`src/rtl/vga_timing_pkg.sv`:
```
// Shared constants and types for the VGA timing generator.
// Defaults describe 640x480@60 with a 25 MHz pixel rate.
package vga_timing_pkg;

    localparam int unsigned COUNT_W = 10;

    localparam int unsigned H_ACTIVE = 640;
    localparam int unsigned H_FP     = 16;
    localparam int unsigned H_SYNC   = 96;
    localparam int unsigned H_BP     = 48;
    localparam int unsigned V_ACTIVE = 480;
    localparam int unsigned V_FP     = 10;
    localparam int unsigned V_SYNC   = 2;
    localparam int unsigned V_BP     = 33;

    localparam int unsigned H_TOTAL = H_ACTIVE + H_FP + H_SYNC + H_BP;
    localparam int unsigned V_TOTAL = V_ACTIVE + V_FP + V_SYNC + V_BP;

    typedef enum logic [1:0] {
        PhaseActive,
        PhaseFront,
        PhaseSync,
        PhaseBack
    } phase_e;

endpackage

```
`src/rtl/vga_axis_timing.sv`:
```
// One timing axis: position counter plus ACTIVE/FRONT/SYNC/BACK phase FSM.
// 'active' decodes the phase being loaded this edge so the top can register it without skew.
module vga_axis_timing
    import vga_timing_pkg::*;
#(
    parameter int unsigned ACTIVE   = H_ACTIVE,
    parameter int unsigned FP       = H_FP,
    parameter int unsigned SYNC     = H_SYNC,
    parameter int unsigned BP       = H_BP,
    parameter bit          SYNC_POL = 1'b0
) (
    input  logic               clk,
    input  logic               rst_n,
    input  logic               advance,
    output logic [COUNT_W-1:0] count,
    output logic               active,
    output logic               sync,
    output logic               wrap
);

    localparam int unsigned TOTAL = ACTIVE + FP + SYNC + BP;

    localparam logic [COUNT_W-1:0] LAST_ACTIVE = COUNT_W'(ACTIVE - 1);
    localparam logic [COUNT_W-1:0] LAST_FRONT  = COUNT_W'(ACTIVE + FP - 1);
    localparam logic [COUNT_W-1:0] LAST_SYNC   = COUNT_W'(ACTIVE + FP + SYNC - 1);
    localparam logic [COUNT_W-1:0] LAST        = COUNT_W'(TOTAL - 1);

    phase_e             phase_q, phase_d;
    logic [COUNT_W-1:0] count_q, count_d;
    logic               sync_q, sync_d;

    // Reset parks on the last index in BACK so the first advance lands on (ACTIVE, 0).
    always_ff @(posedge clk) begin
        if (!rst_n) begin
            phase_q <= PhaseBack;
            count_q <= LAST;
            sync_q  <= ~SYNC_POL;
        end else begin
            phase_q <= phase_d;
            count_q <= count_d;
            sync_q  <= sync_d;
        end
    end

    always_comb begin
        count_d = count_q;
        phase_d = phase_q;
        if (advance) begin
            count_d = wrap ? '0 : count_q + 1'b1;
            unique case (phase_q)
                PhaseActive: if (count_q == LAST_ACTIVE) phase_d = PhaseFront;
                PhaseFront:  if (count_q == LAST_FRONT)  phase_d = PhaseSync;
                PhaseSync:   if (count_q == LAST_SYNC)   phase_d = PhaseBack;
                PhaseBack:   if (count_q == LAST)        phase_d = PhaseActive;
            endcase
        end
    end

    always_comb begin
        active = (phase_d == PhaseActive);
        sync_d = (phase_d == PhaseSync) ? SYNC_POL : ~SYNC_POL;
    end

    assign wrap  = (count_q == LAST);
    assign count = count_q;
    assign sync  = sync_q;

endmodule

```
`src/rtl/vga_timing_gen.sv`:
```
// VGA timing generator: pixel enable divider, h/v counters, syncs, display flag and strobes.
// Optional macro VGA_TIMING_FRAME_CNT_EN builds the frame counter behind frame_count.
module vga_timing_gen
    import vga_timing_pkg::*;
#(
    parameter int unsigned CLK_DIV  = 2,
    parameter int unsigned H_ACTIVE = vga_timing_pkg::H_ACTIVE,
    parameter int unsigned H_FP     = vga_timing_pkg::H_FP,
    parameter int unsigned H_SYNC   = vga_timing_pkg::H_SYNC,
    parameter int unsigned H_BP     = vga_timing_pkg::H_BP,
    parameter int unsigned V_ACTIVE = vga_timing_pkg::V_ACTIVE,
    parameter int unsigned V_FP     = vga_timing_pkg::V_FP,
    parameter int unsigned V_SYNC   = vga_timing_pkg::V_SYNC,
    parameter int unsigned V_BP     = vga_timing_pkg::V_BP,
    parameter bit          SYNC_POL = 1'b0
) (
    input  logic                clk,
    input  logic                rst_n,
    output logic                pix_en,
    output logic [COUNT_W-1:0]  counter_x,
    output logic [COUNT_W-1:0]  counter_y,
    output logic                display_en,
    output logic                h_sync,
    output logic                v_sync,
    output logic                line_start,
    output logic                frame_start,
    output logic [15:0]         frame_count
);

    localparam int unsigned        DIV_W    = (CLK_DIV > 1) ? $clog2(CLK_DIV) : 1;
    localparam logic [DIV_W-1:0]   DIV_LAST = DIV_W'(CLK_DIV - 1);

    logic [DIV_W-1:0] div_q, div_d;
    logic             h_wrap, v_wrap;
    logic             h_active, v_active;
    logic             v_advance;
    logic             display_en_q, line_start_q, frame_start_q;

    always_comb div_d = (div_q == DIV_LAST) ? '0 : div_q + 1'b1;

    assign pix_en    = (div_q == DIV_LAST);
    assign v_advance = pix_en & h_wrap;

    vga_axis_timing #(
        .ACTIVE   (H_ACTIVE),
        .FP       (H_FP),
        .SYNC     (H_SYNC),
        .BP       (H_BP),
        .SYNC_POL (SYNC_POL)
    ) u_h_axis (
        .clk     (clk),
        .rst_n   (rst_n),
        .advance (pix_en),
        .count   (counter_x),
        .active  (h_active),
        .sync    (h_sync),
        .wrap    (h_wrap)
    );

    vga_axis_timing #(
        .ACTIVE   (V_ACTIVE),
        .FP       (V_FP),
        .SYNC     (V_SYNC),
        .BP       (V_BP),
        .SYNC_POL (SYNC_POL)
    ) u_v_axis (
        .clk     (clk),
        .rst_n   (rst_n),
        .advance (v_advance),
        .count   (counter_y),
        .active  (v_active),
        .sync    (v_sync),
        .wrap    (v_wrap)
    );

    // Strobes fire on the edge that loads x=0, so they last exactly one clk.
    always_ff @(posedge clk) begin
        if (!rst_n) begin
            div_q         <= '0;
            display_en_q  <= 1'b0;
            line_start_q  <= 1'b0;
            frame_start_q <= 1'b0;
        end else begin
            div_q         <= div_d;
            display_en_q  <= h_active & v_active;
            line_start_q  <= v_advance;
            frame_start_q <= v_advance & v_wrap;
        end
    end

    assign display_en  = display_en_q;
    assign line_start  = line_start_q;
    assign frame_start = frame_start_q;

`ifdef VGA_TIMING_FRAME_CNT_EN
    logic [15:0] frame_cnt_q;

    // Counts a start once its strobe has been seen, so it reads 0 during the first strobe.
    always_ff @(posedge clk) begin
        if (!rst_n) begin
            frame_cnt_q <= '0;
        end else if (frame_start_q) begin
            frame_cnt_q <= frame_cnt_q + 16'd1;
        end
    end

    assign frame_count = frame_cnt_q;
`else
    assign frame_count = '0;
`endif

endmodule
```
`config.mk`:
```
export PLATFORM = sky130hd
export DESIGN_NAME = vga_timing_gen
export DESIGN_NICKNAME = d
export VERILOG_FILES = /design/src/rtl/vga_timing_pkg.sv /design/src/rtl/vga_axis_timing.sv /design/src/rtl/vga_timing_gen.sv
export SDC_FILE = /design/constraint.sdc
export NUM_CORES = 1
export LEC_CHECK = 0
export CAP_MARGIN = 25
export CORE_ASPECT_RATIO = 1.75
export CORE_MARGIN = 2
export CORE_UTILIZATION = 51
export DETAILED_ROUTE_END_ITERATION = 12
export GPL_ROUTABILITY_DRIVEN = 1
export GPL_TIMING_DRIVEN = 0
export MAX_ROUTING_LAYER = met4
export PLACE_DENSITY = 0.84
export SETUP_SLACK_MARGIN = 0.4
export SYNTH_ARGS = -nofsm -noshare
export SYNTH_HDL_FRONTEND = slang
export SYNTH_SLANG_ARGS = --single-unit
```
`constraint.sdc`:
```
create_clock -name clk -period 2.8 [get_ports clk]
set_input_delay 0.28 -clock clk [delete_from_list [all_inputs] [get_ports clk]]
set_output_delay 0.28 -clock clk [all_outputs]
set_load 0.01 [all_outputs]
```
# Word-level counts from Yosys, hierarchy flattened
# Index checks and enable logic that the tools add are counted.
totals:
  ff_bits: 30
  latchBits: 0
  mem_bits_rw: 0
  mem_bits_ro: 0
  in_bits: 2
  output_inout_bits: 42
  wordCells: 54
  mem_count: 0
classes:
  addsub: 3
  n_mul: 0
  div_mod_pow: 0
  order_cmp: 0
  n_eq_ne: 16
  shift: 0
  muxes: 16
  n_bitwise: 4
  reduce_logical: 5
ops:
  columns: ["op", "count"]
  rows:
  - ["$eq 10x10->1 const B", 5]
  - ["$eq 10x9->1 const B", 3]
  - ["$add 10x1->10 const B", 2]
  - ["$mux 10", 2]
  - ["$mux 2", 10]
  - ["$pmux 2 s4", 2]
  - ["$eq 2x2->1 const B", 6]
  - ["$logic_not 2->1", 4]
  - ["$eq 2x1->1 const B", 2]
  - ["$and 1x1->1", 3]
  - ["$mux 1", 2]
  - ["$reduce_or 2->1", 1]
  - ["$add 1x1->1 const B", 1]
  - ["$not 1->1", 1]

# Depth between registers and ports, before layout
# Gate-level depths: netlist of run 1.
depth:
  word_depth: 6
  depth_mapped: 8
  mapped_depth_nobuf: 7

# Modules after synthesis
# From an unflattened synthesis of run 1, not the netlist that was laid out.
unflattened:
  hier_cells: 180
  area_unflattened_um2: 1619.1
by_module_without_submodules:
  columns: ["module", "n_inst", "cells_per_inst", "area_each_um2", "seq_area_each_um2"]
  rows:
  - ["vga_axis_timing at u_v_axis", 1, 76, 690.7, 260.2]
  - ["vga_axis_timing at u_h_axis", 1, 78, 685.7, 260.2]
  - ["vga_timing_gen", 1, 26, 242.7, 80.1]

# Least setup slack after synthesis of run 1
# OpenSTA, ideal clock, no wires.
synth_path:
  kind: "reg-to-reg"
  from: "reg u_h_axis.count_q[0], in the netlist u_h_axis.count[0]"
  to: "reg u_v_axis.phase_q[1]"
  setup_ns: 0.120
  arrival_time_ns: 1.619
  required_time_ns: 2.680
  slack_ns: 1.061
  path_stages_with_launch: 8
  n_path_buf: 1
  period_less_slack_ns: 1.739
  path_cell_list: "dfxtp_1 ha_1 and3_2 and3_1 buf_6 nand3_2 a32o_1 or2_1"
synth_between:
  elab_chain_cells: 3
synth_lines:
  columns: ["item", "line", "source"]
  rows:
  - ["start: declaration", "vga_axis_timing.sv:29", "logic [COUNT_W-1:0] count_q, count_d;"]
  - ["start signal: assignment", "vga_axis_timing.sv:40", "count_q <= count_d;"]
  - ["$eq 10x10->1", "vga_axis_timing.sv:64", "assign wrap = (count_q == LAST);"]
  - ["$and 1x1->1", "vga_timing_gen.sv:42", "assign v_advance = pix_en & h_wrap;"]
  - ["$mux 2", "vga_axis_timing.sv:48", "if (advance) begin"]
  - ["end signal: assignment", "vga_axis_timing.sv:35", "phase_q <= PhaseBack;"]
  - ["end signal: assignment", "vga_axis_timing.sv:39", "phase_q <= phase_d;"]
  - ["end: declaration", "vga_axis_timing.sv:28", "phase_e phase_q, phase_d;"]
# Every way passes these cells.
# A chain may end at the register's enable or synchronous reset.

# Final worst setup path of run 1
layout_path:
  from: "reg u_h_axis.count_q[0], in the netlist u_h_axis.count[0]"
  to: "reg display_en_q, in the netlist display_en"
layout_between:
  elab_chain_cells: 6
  elab_cells_between_ends: 15
  classes_between: "4 x eq/ne; 7 x mux; 2 x bitwise; 2 x reduce/logical"
layout_lines:
  columns: ["item", "line", "source"]
  rows:
  - ["$eq 10x10->1 (on tied branches)", null, null]
  - ["$mux 2 (on tied branches)", null, null]
  - ["$pmux 2 s4", "vga_axis_timing.sv:50", "unique case (phase_q)"]
  - ["$mux 2", "vga_axis_timing.sv:48", null]
  - ["$logic_not 2->1", "vga_axis_timing.sv:60", "active = (phase_d == PhaseActive);"]
  - ["$and 1x1->1 (*)", "vga_timing_gen.sv:85", "display_en_q <= h_active & v_active;"]
  - ["end signal: assignment", "vga_timing_gen.sv:85", null]
  - ["end: declaration", "vga_timing_gen.sv:37", "logic display_en_q, line_start_q, frame_start_q;"]
# Every way passes the cells marked *; elsewhere a longest branch is shown, timed or not.

==> results of run 1 <==
-- logic make-up (layout without fill, tap and decap cells) --
logic type,after synthesis,after routing,share of synthesized area
other cells,1,16,0.002386
xor+xnor,13,13,0.07245
fa+ha+maj,4,4,0.03185
simple gates,85,85,0.3057
buf+inv,27,61,0.1138
compound gates,21,21,0.09157
flops,30,30,0.3822
-- flip-flops by register name, summed over array words and instances (netlist names) --
signal	count
u_h_axis.count	10
frame_start	1
line_start	1
u_h_axis.phase_q	2
pix_en	1
u_v_axis.count	10
display_en	1
u_v_axis.sync	1
u_h_axis.sync	1
u_v_axis.phase_q	2
-- through the flow --
stage / std cells / power, mW / area, um^2 / setup slack [ns]
3_5_place_dp: 251 / 0.8249 / 1933 / 0.9709
5_1_grt: 258 / 1.198 / 2009 / 0.8258
2_1_floorplan: 196 / 0.7172 / 1628 / 1.061
3_3_place_gp: 251 / 0.8194 / 1933 / 0.9723
6_report: 258 / 1.143 / 2009 / 0.9501
4_1_cts: 258 / 1.147 / 2009 / 0.9369
-- worst max-delay path, cell delays in order, from the launching register on --
cell and delay [ns]:
dfxtp_1 0.40, ha_1 0.23, and3_2 0.26, nand3_2 0.20, a221o_1 0.39, nor4_2 0.28
-- worst min-delay path by stage --
stage                            from                  end  slack, ns
finish                         pix_en               pix_en       0.54
global route        u_h_axis.count[1]    u_h_axis.count[1]       0.59
CTS                            pix_en               pix_en       0.54
detailed placement             pix_en               pix_en       0.52
global placement               pix_en               pix_en       0.52
floorplan                       rst_n  u_v_axis.phase_q[0]       0.41
-- metal layers --
metal / vias to the layer above / wire length (um) / global-route usage / share of wire
met5: - / 0 / - / 0
met4: 0 / 74 / 0.1143 / 0.022
li1: 698 / - / - / -
met3: 5 / 175 / 0.06047 / 0.051
met1: 673 / 1321 / 0.2076 / 0.38
met2: 42 / 1864 / 0.3694 / 0.54
-- power by group --
group	internal (mW)	switching, mW
clock	0.171	0.154
combinational	0.154	0.152
sequential	0.466	0.0467
-- layout make-up --
type,count,area (um^2)
sequential,30,600.6
tap,28,35.03
inverter,5,18.77
timing repair buffer,27,270.3
multi-input combinational,139,848.3
fill,251,918.4
clock buffer,7,76.32
buffer,22,160.2
-- synthesized netlist by cell type, types with 2 or more instances --
cell type	instances
and3_1	5
nor2b_1	2
nand4_1	8
o21ai_0	6
a21oi_1	3
dfxtp_1	30
inv_1	4
xnor2_1	5
nor4_2	2
o21ai_1	2
a221o_1	2
and3b_1	2
nor2_1	19
or2_1	2
nand4b_1	5
buf_2	2
nand2_1	18
xor2_1	8
nand2b_1	2
nand3_2	2
nor3_1	7
buf_4	18
nand3_1	4
ha_1	4
==> impl_metrics.tcl, run 1 <==
set metrics [dict create \
    outcome "complete, no violations" \
    yosysWarnings 0 \
    clock_latency_ns 0.28 \
    crit_required_ns 3.00 \
    routed_wirelength_um 3436 \
    crit_arrival_ns 2.05 \
    track_usage 0.2170 \
    slew_viol_final 0 \
    clock-root-buffer "clkbuf_8" \
    yosysUniqueCellTypes 43 \
    vias 1418 \
    gp_congestion 0.8899 \
    io_pins 44 \
    syn_avg_cell_area_um2 8.682 \
    hold_path.class "register to register" \
    setup_violations 0 \
    clk_pin_slew_ns 0.06 \
    cp_max_fo 9 \
    r2r-end "display_en" \
    postRouteAntennaNets 0 \
    final_cell_mix "30 x dfxtp_1, 27 x clkdlybuf4s50_1, 19 x nor2_1" \
    final_util 0.6863 \
    ff2ff_path_depth 5 \
    drt_iter0_drc 22 \
    antenna_cells 0 \
    holdBufCountCts 0 \
    initial_utilization 0.5368 \
    cts_resized 0 \
    viasPerCell 5.496 \
    tns_ns 0 \
    grt_antenna_before_repair 0 \
    endpoint "display_en" \
    synth_area_mm2 0.001572 \
    startpoint "u_h_axis.count[0]" \
    die_x_um 45.96 \
    fmax_mhz 540.6 \
    htreeDepth 2 \
    yosys.area.top_type "dfxtp_1" \
    drcViolationCount 0 \
    synth_top_area_frac 0.3822 \
    dpl.hpwl_um 2513 \
    synth_enable_flop_cells 0 \
    clock_skew_ns 0.006244 \
    fin_crit_sh 0.6607 \
    powerDensity_mw_per_mm2 568.6 \
    whs_path_depth 1 \
    synth_flop_cell "dfxtp_1" \
    portBuffers 27 \
    grt_pass1_wl_um 5561 \
    clock_sinks 30 \
    vdd_drop_max_v 0.0004481 \
    yosys-top-cells-area "dfxtp_1 38%, buf_4 8.6%, nor2_1 4.5%" \
    r2r_start "u_h_axis.count[0]" \
    coreArea_mm2 0.002928 \
    ys_seq_elements 30 \
    crit_path_start_kind "register" \
    grt_pass1_vias 1269 \
    grt_max_degree 11 \
    hold_slack_ns 0.5406 \
    min_period_ns 1.850 \
    cts_inserted_buffers 5 \
    routedWlPerCell_um 13.32 \
    first_pass_iters 4 \
    end_kind "register" \
    rsz0062_at_grt "no" \
    synth_cells 181 \
    ff2ff_setup_slack_ns 0.95 \
    syn_to_final_growth_pct 27.87 \
    die-area_mm2 0.003559 \
    cts_setup_buffers 0 \
    ys_seq_area_frac 0.3822 \
    drive_above_1_share 0.1391 \
    setup.worst_path.class "register to register" \
    die_h_um 77.43 \
    synth-async-reset-ratio 0 \
    max_cap_violations 0 \
    grt_overflow 0 \
    rows 26 \
    mostFrequentLayoutCell "dfxtp_1" \
    nets 236 \
    cts_tree "yes" \
    hold_viol 0 \
    clockBufferDepth 2 \
    power.leakage_nw 0.8349 \
]
(Power assumes the default switching activity.)
==> inputs of run 2 (changes only) <==
--- a/config.mk
+++ b/config.mk
@@ -8,12 +8,12 @@
 export CAP_MARGIN = 25
 export CORE_ASPECT_RATIO = 1.75
 export CORE_MARGIN = 2
-export CORE_UTILIZATION = 51
+export CORE_UTILIZATION = 43
 export DETAILED_ROUTE_END_ITERATION = 12
 export GPL_ROUTABILITY_DRIVEN = 1
 export GPL_TIMING_DRIVEN = 0
 export MAX_ROUTING_LAYER = met4
-export PLACE_DENSITY = 0.84
+export PLACE_DENSITY = 0.76
 export SETUP_SLACK_MARGIN = 0.4
 export SYNTH_ARGS = -nofsm -noshare
 export SYNTH_HDL_FRONTEND = slang
==> constraint.sdc (replaced) <==
create_clock -name clk -period 1.65 [get_ports clk]
set_input_delay 0.165 -clock clk [delete_from_list [all_inputs] [get_ports clk]]
set_output_delay 0.165 -clock clk [all_outputs]
set_load 0.01 [all_outputs]
==> run 2 against run 1 <==
Net effect:
- the run now ends with setup timing left
- via count increased by 9.0%
- count of clock-buffer cells in the layout unchanged
- die area increased by 17%
- largest cell class unchanged
- highest routed layer unchanged
==> impl_metrics.tcl, run 2 (synthesis gave the netlist of run 1 again) <==
set metrics [dict create \
    vdd_drop_max_v 0.0006724 \
    stdcell_count 295 \
    cts_tree "yes" \
    fin_ws_ns -0.01504 \
    drt_iter0_drc 29 \
    clock_sinks 30 \
    htreeDepth 2 \
    seqPwrFrac 0.389 \
    clockBufferDepth 2 \
    clock_skew_ns 0.004825 \
    power.leakage_nw 1.029 \
    track_usage 0.2109 \
    max_cap_violations 0 \
    hold_viol 0 \
    holdBufCountCts 0 \
    min_period_ns 1.665 \
    crit_path_start_kind "register" \
    coreArea_mm2 0.003556 \
    routed_wirelength_um 4187 \
    grt_pass1_vias 1460 \
    end_kind "register" \
    viasPerCell 5.241 \
    clock_latency_ns 0.28 \
    die-area_mm2 0.004173 \
    rsz0062_at_grt "yes" \
    postRouteAntennaNets 0 \
    grt_antenna_before_repair 0 \
    clk_pin_slew_ns 0.06 \
    die_h_um 83.97 \
    final_cell_mix "28 x buf_4, 23 x dlygate4sd2_1, 16 x nand2_1, 16 x conb_1, 15 x nor2_1" \
    p_clk_frac 0.273 \
    routedWlPerCell_um 14.19 \
    cp_max_fo 7 \
    syn_to_final_growth_pct 50.80 \
    switching_power_mw 0.7111 \
    fin_crit_sh 1.009 \
    grt_max_degree 11 \
    crit_arrival_ns 1.84 \
    cts_inserted_buffers 5 \
    rows 29 \
    powerDensity_mw_per_mm2 946.2 \
    final_util 0.6664 \
    mostFrequentLayoutCell "buf_4" \
    vias 1546 \
    setup.worst_path.class "register to register" \
    die_x_um 49.70 \
    outcome "complete, but fails checks" \
    hold_path.class "register to register" \
    setup_violations 1 \
    slew_viol_final 0 \
    failed_checks "setup timing" \
    grt_overflow 0 \
    gp_congestion 0.8733 \
    clock-root-buffer "clkbuf_8" \
    io_pins 44 \
    initial_utilization 0.4419 \
    fmax_mhz 600.6 \
    portBuffers 27 \
    grt_pass1_wl_um 6568 \
    drive_above_1_share 0.3855 \
    antenna_cells 0 \
    hold_slack_ns 0.4916 \
    place_inst 269 \
    nets 254 \
    finalPower_mw 2.242 \
    crit_required_ns 1.83 \
    switching_share 0.3171 \
    dpl.hpwl_um 2630 \
    p_int_mw 1.531 \
    p_comb_frac 0.338 \
    drcViolationCount 0 \
    first_pass_iters 4 \
]
-- run 2: cell types whose count changed in the layout (fill, tap and decap cells not counted), moves of 5 or more --
| cell | delta |
|---|---|
| buf_4 | +10 |
| clkdlybuf4s50_1 | -26 |
| dfxtp_4 | +7 |
| dfxtp_2 | +9 |
| dfxtp_1 | -16 |
| dlygate4sd2_1 | +23 |
| o21ai_0 | -5 |
| buf_6 | +9 |
-- run 2: path summary, 6_finish.rpt --
check / start / to / slack [ns] / depth (start not counted)
worst max register to register: u_h_axis.count[4] / u_v_axis.phase_q[1] / -0.02 / 7
worst max-delay path: u_h_axis.count[4] / u_v_axis.phase_q[1] / -0.02 / 7
worst min-delay path: pix_en / pix_en / 0.49 / 1
worst min register to register: pix_en / pix_en / 0.49 / 1
-- run 2: repair_timing --
item	CTS	global route
gates resized for setup	48	34
hold endpoints to repair	0	0
setup buffers	14	4
setup endpoints to repair	50	32
pin swaps	17	13
-- run 2: final cells by class --
| type | instances | area (um^2) |
|---|---|---|
| fillers | 306 | 1186 |
| multi-input cells | 139 | 978.4 |
| flip-flops and latches | 30 | 638.1 |
| repair buffers | 45 | 401.6 |
| plain buffers | 22 | 175.2 |
| clock buffers | 7 | 86.33 |
| well taps | 46 | 57.56 |
| inverters | 5 | 27.53 |
| clock inverters | 1 | 5.005 |
-- run 2: power groups by stage --
stage               sequential, mW  clock (mW)  combinational (mW)
floorplan                    0.900           0               0.344
global route                 0.881       0.662               0.820
CTS                          0.865       0.625               0.635
detailed placement           0.891           0               0.541
finish                       0.872       0.612               0.759
global placement             0.888           0               0.531
-- run 2: critical path, stage by stage, from the launching register on --
cell and delay, ns:
dfxtp_2 0.33, buf_6 0.09, and4bb_2 0.29, and3_4 0.21, buf_6 0.13, nand3_2 0.07, a32o_2 0.24, or2_1 0.20
-- run 2: stage by stage --
step	area [um^2]	setup TNS (ns)	worst slack (ns)
floorplan	1687	0	0.05706
global placement	2014	-0.03279	-0.02593
detailed placement	2014	-0.1202	-0.05495
CTS	2242	0	0.01809
global route	2370	-0.4097	-0.08194
finish	2370	-0.01504	-0.01504
-- run 2: per-layer routing --
| layer | part of all wire | track usage | vias to the layer above |
|---|---|---|---|
| li1 | - | - | 734 |
| met1 | 0.36 | 0.1944 | 747 |
| met2 | 0.56 | 0.3879 | 53 |
| met3 | 0.040 | 0.03405 | 12 |
| met4 | 0.040 | 0.1288 | 0 |
| met5 | 0 | - | - |
==> inputs of run 3 (changes only) <==
--- a/config.mk
+++ b/config.mk
@@ -12,6 +12,7 @@
 export DETAILED_ROUTE_END_ITERATION = 12
 export GPL_ROUTABILITY_DRIVEN = 1
 export GPL_TIMING_DRIVEN = 0
+export HOLD_SLACK_MARGIN = 0.03
 export MAX_ROUTING_LAYER = met4
 export PLACE_DENSITY = 0.76
 export SETUP_SLACK_MARGIN = 0.4
==> results of run 3 <==
Final layout, timing and power as in run 2 (identical DEF).
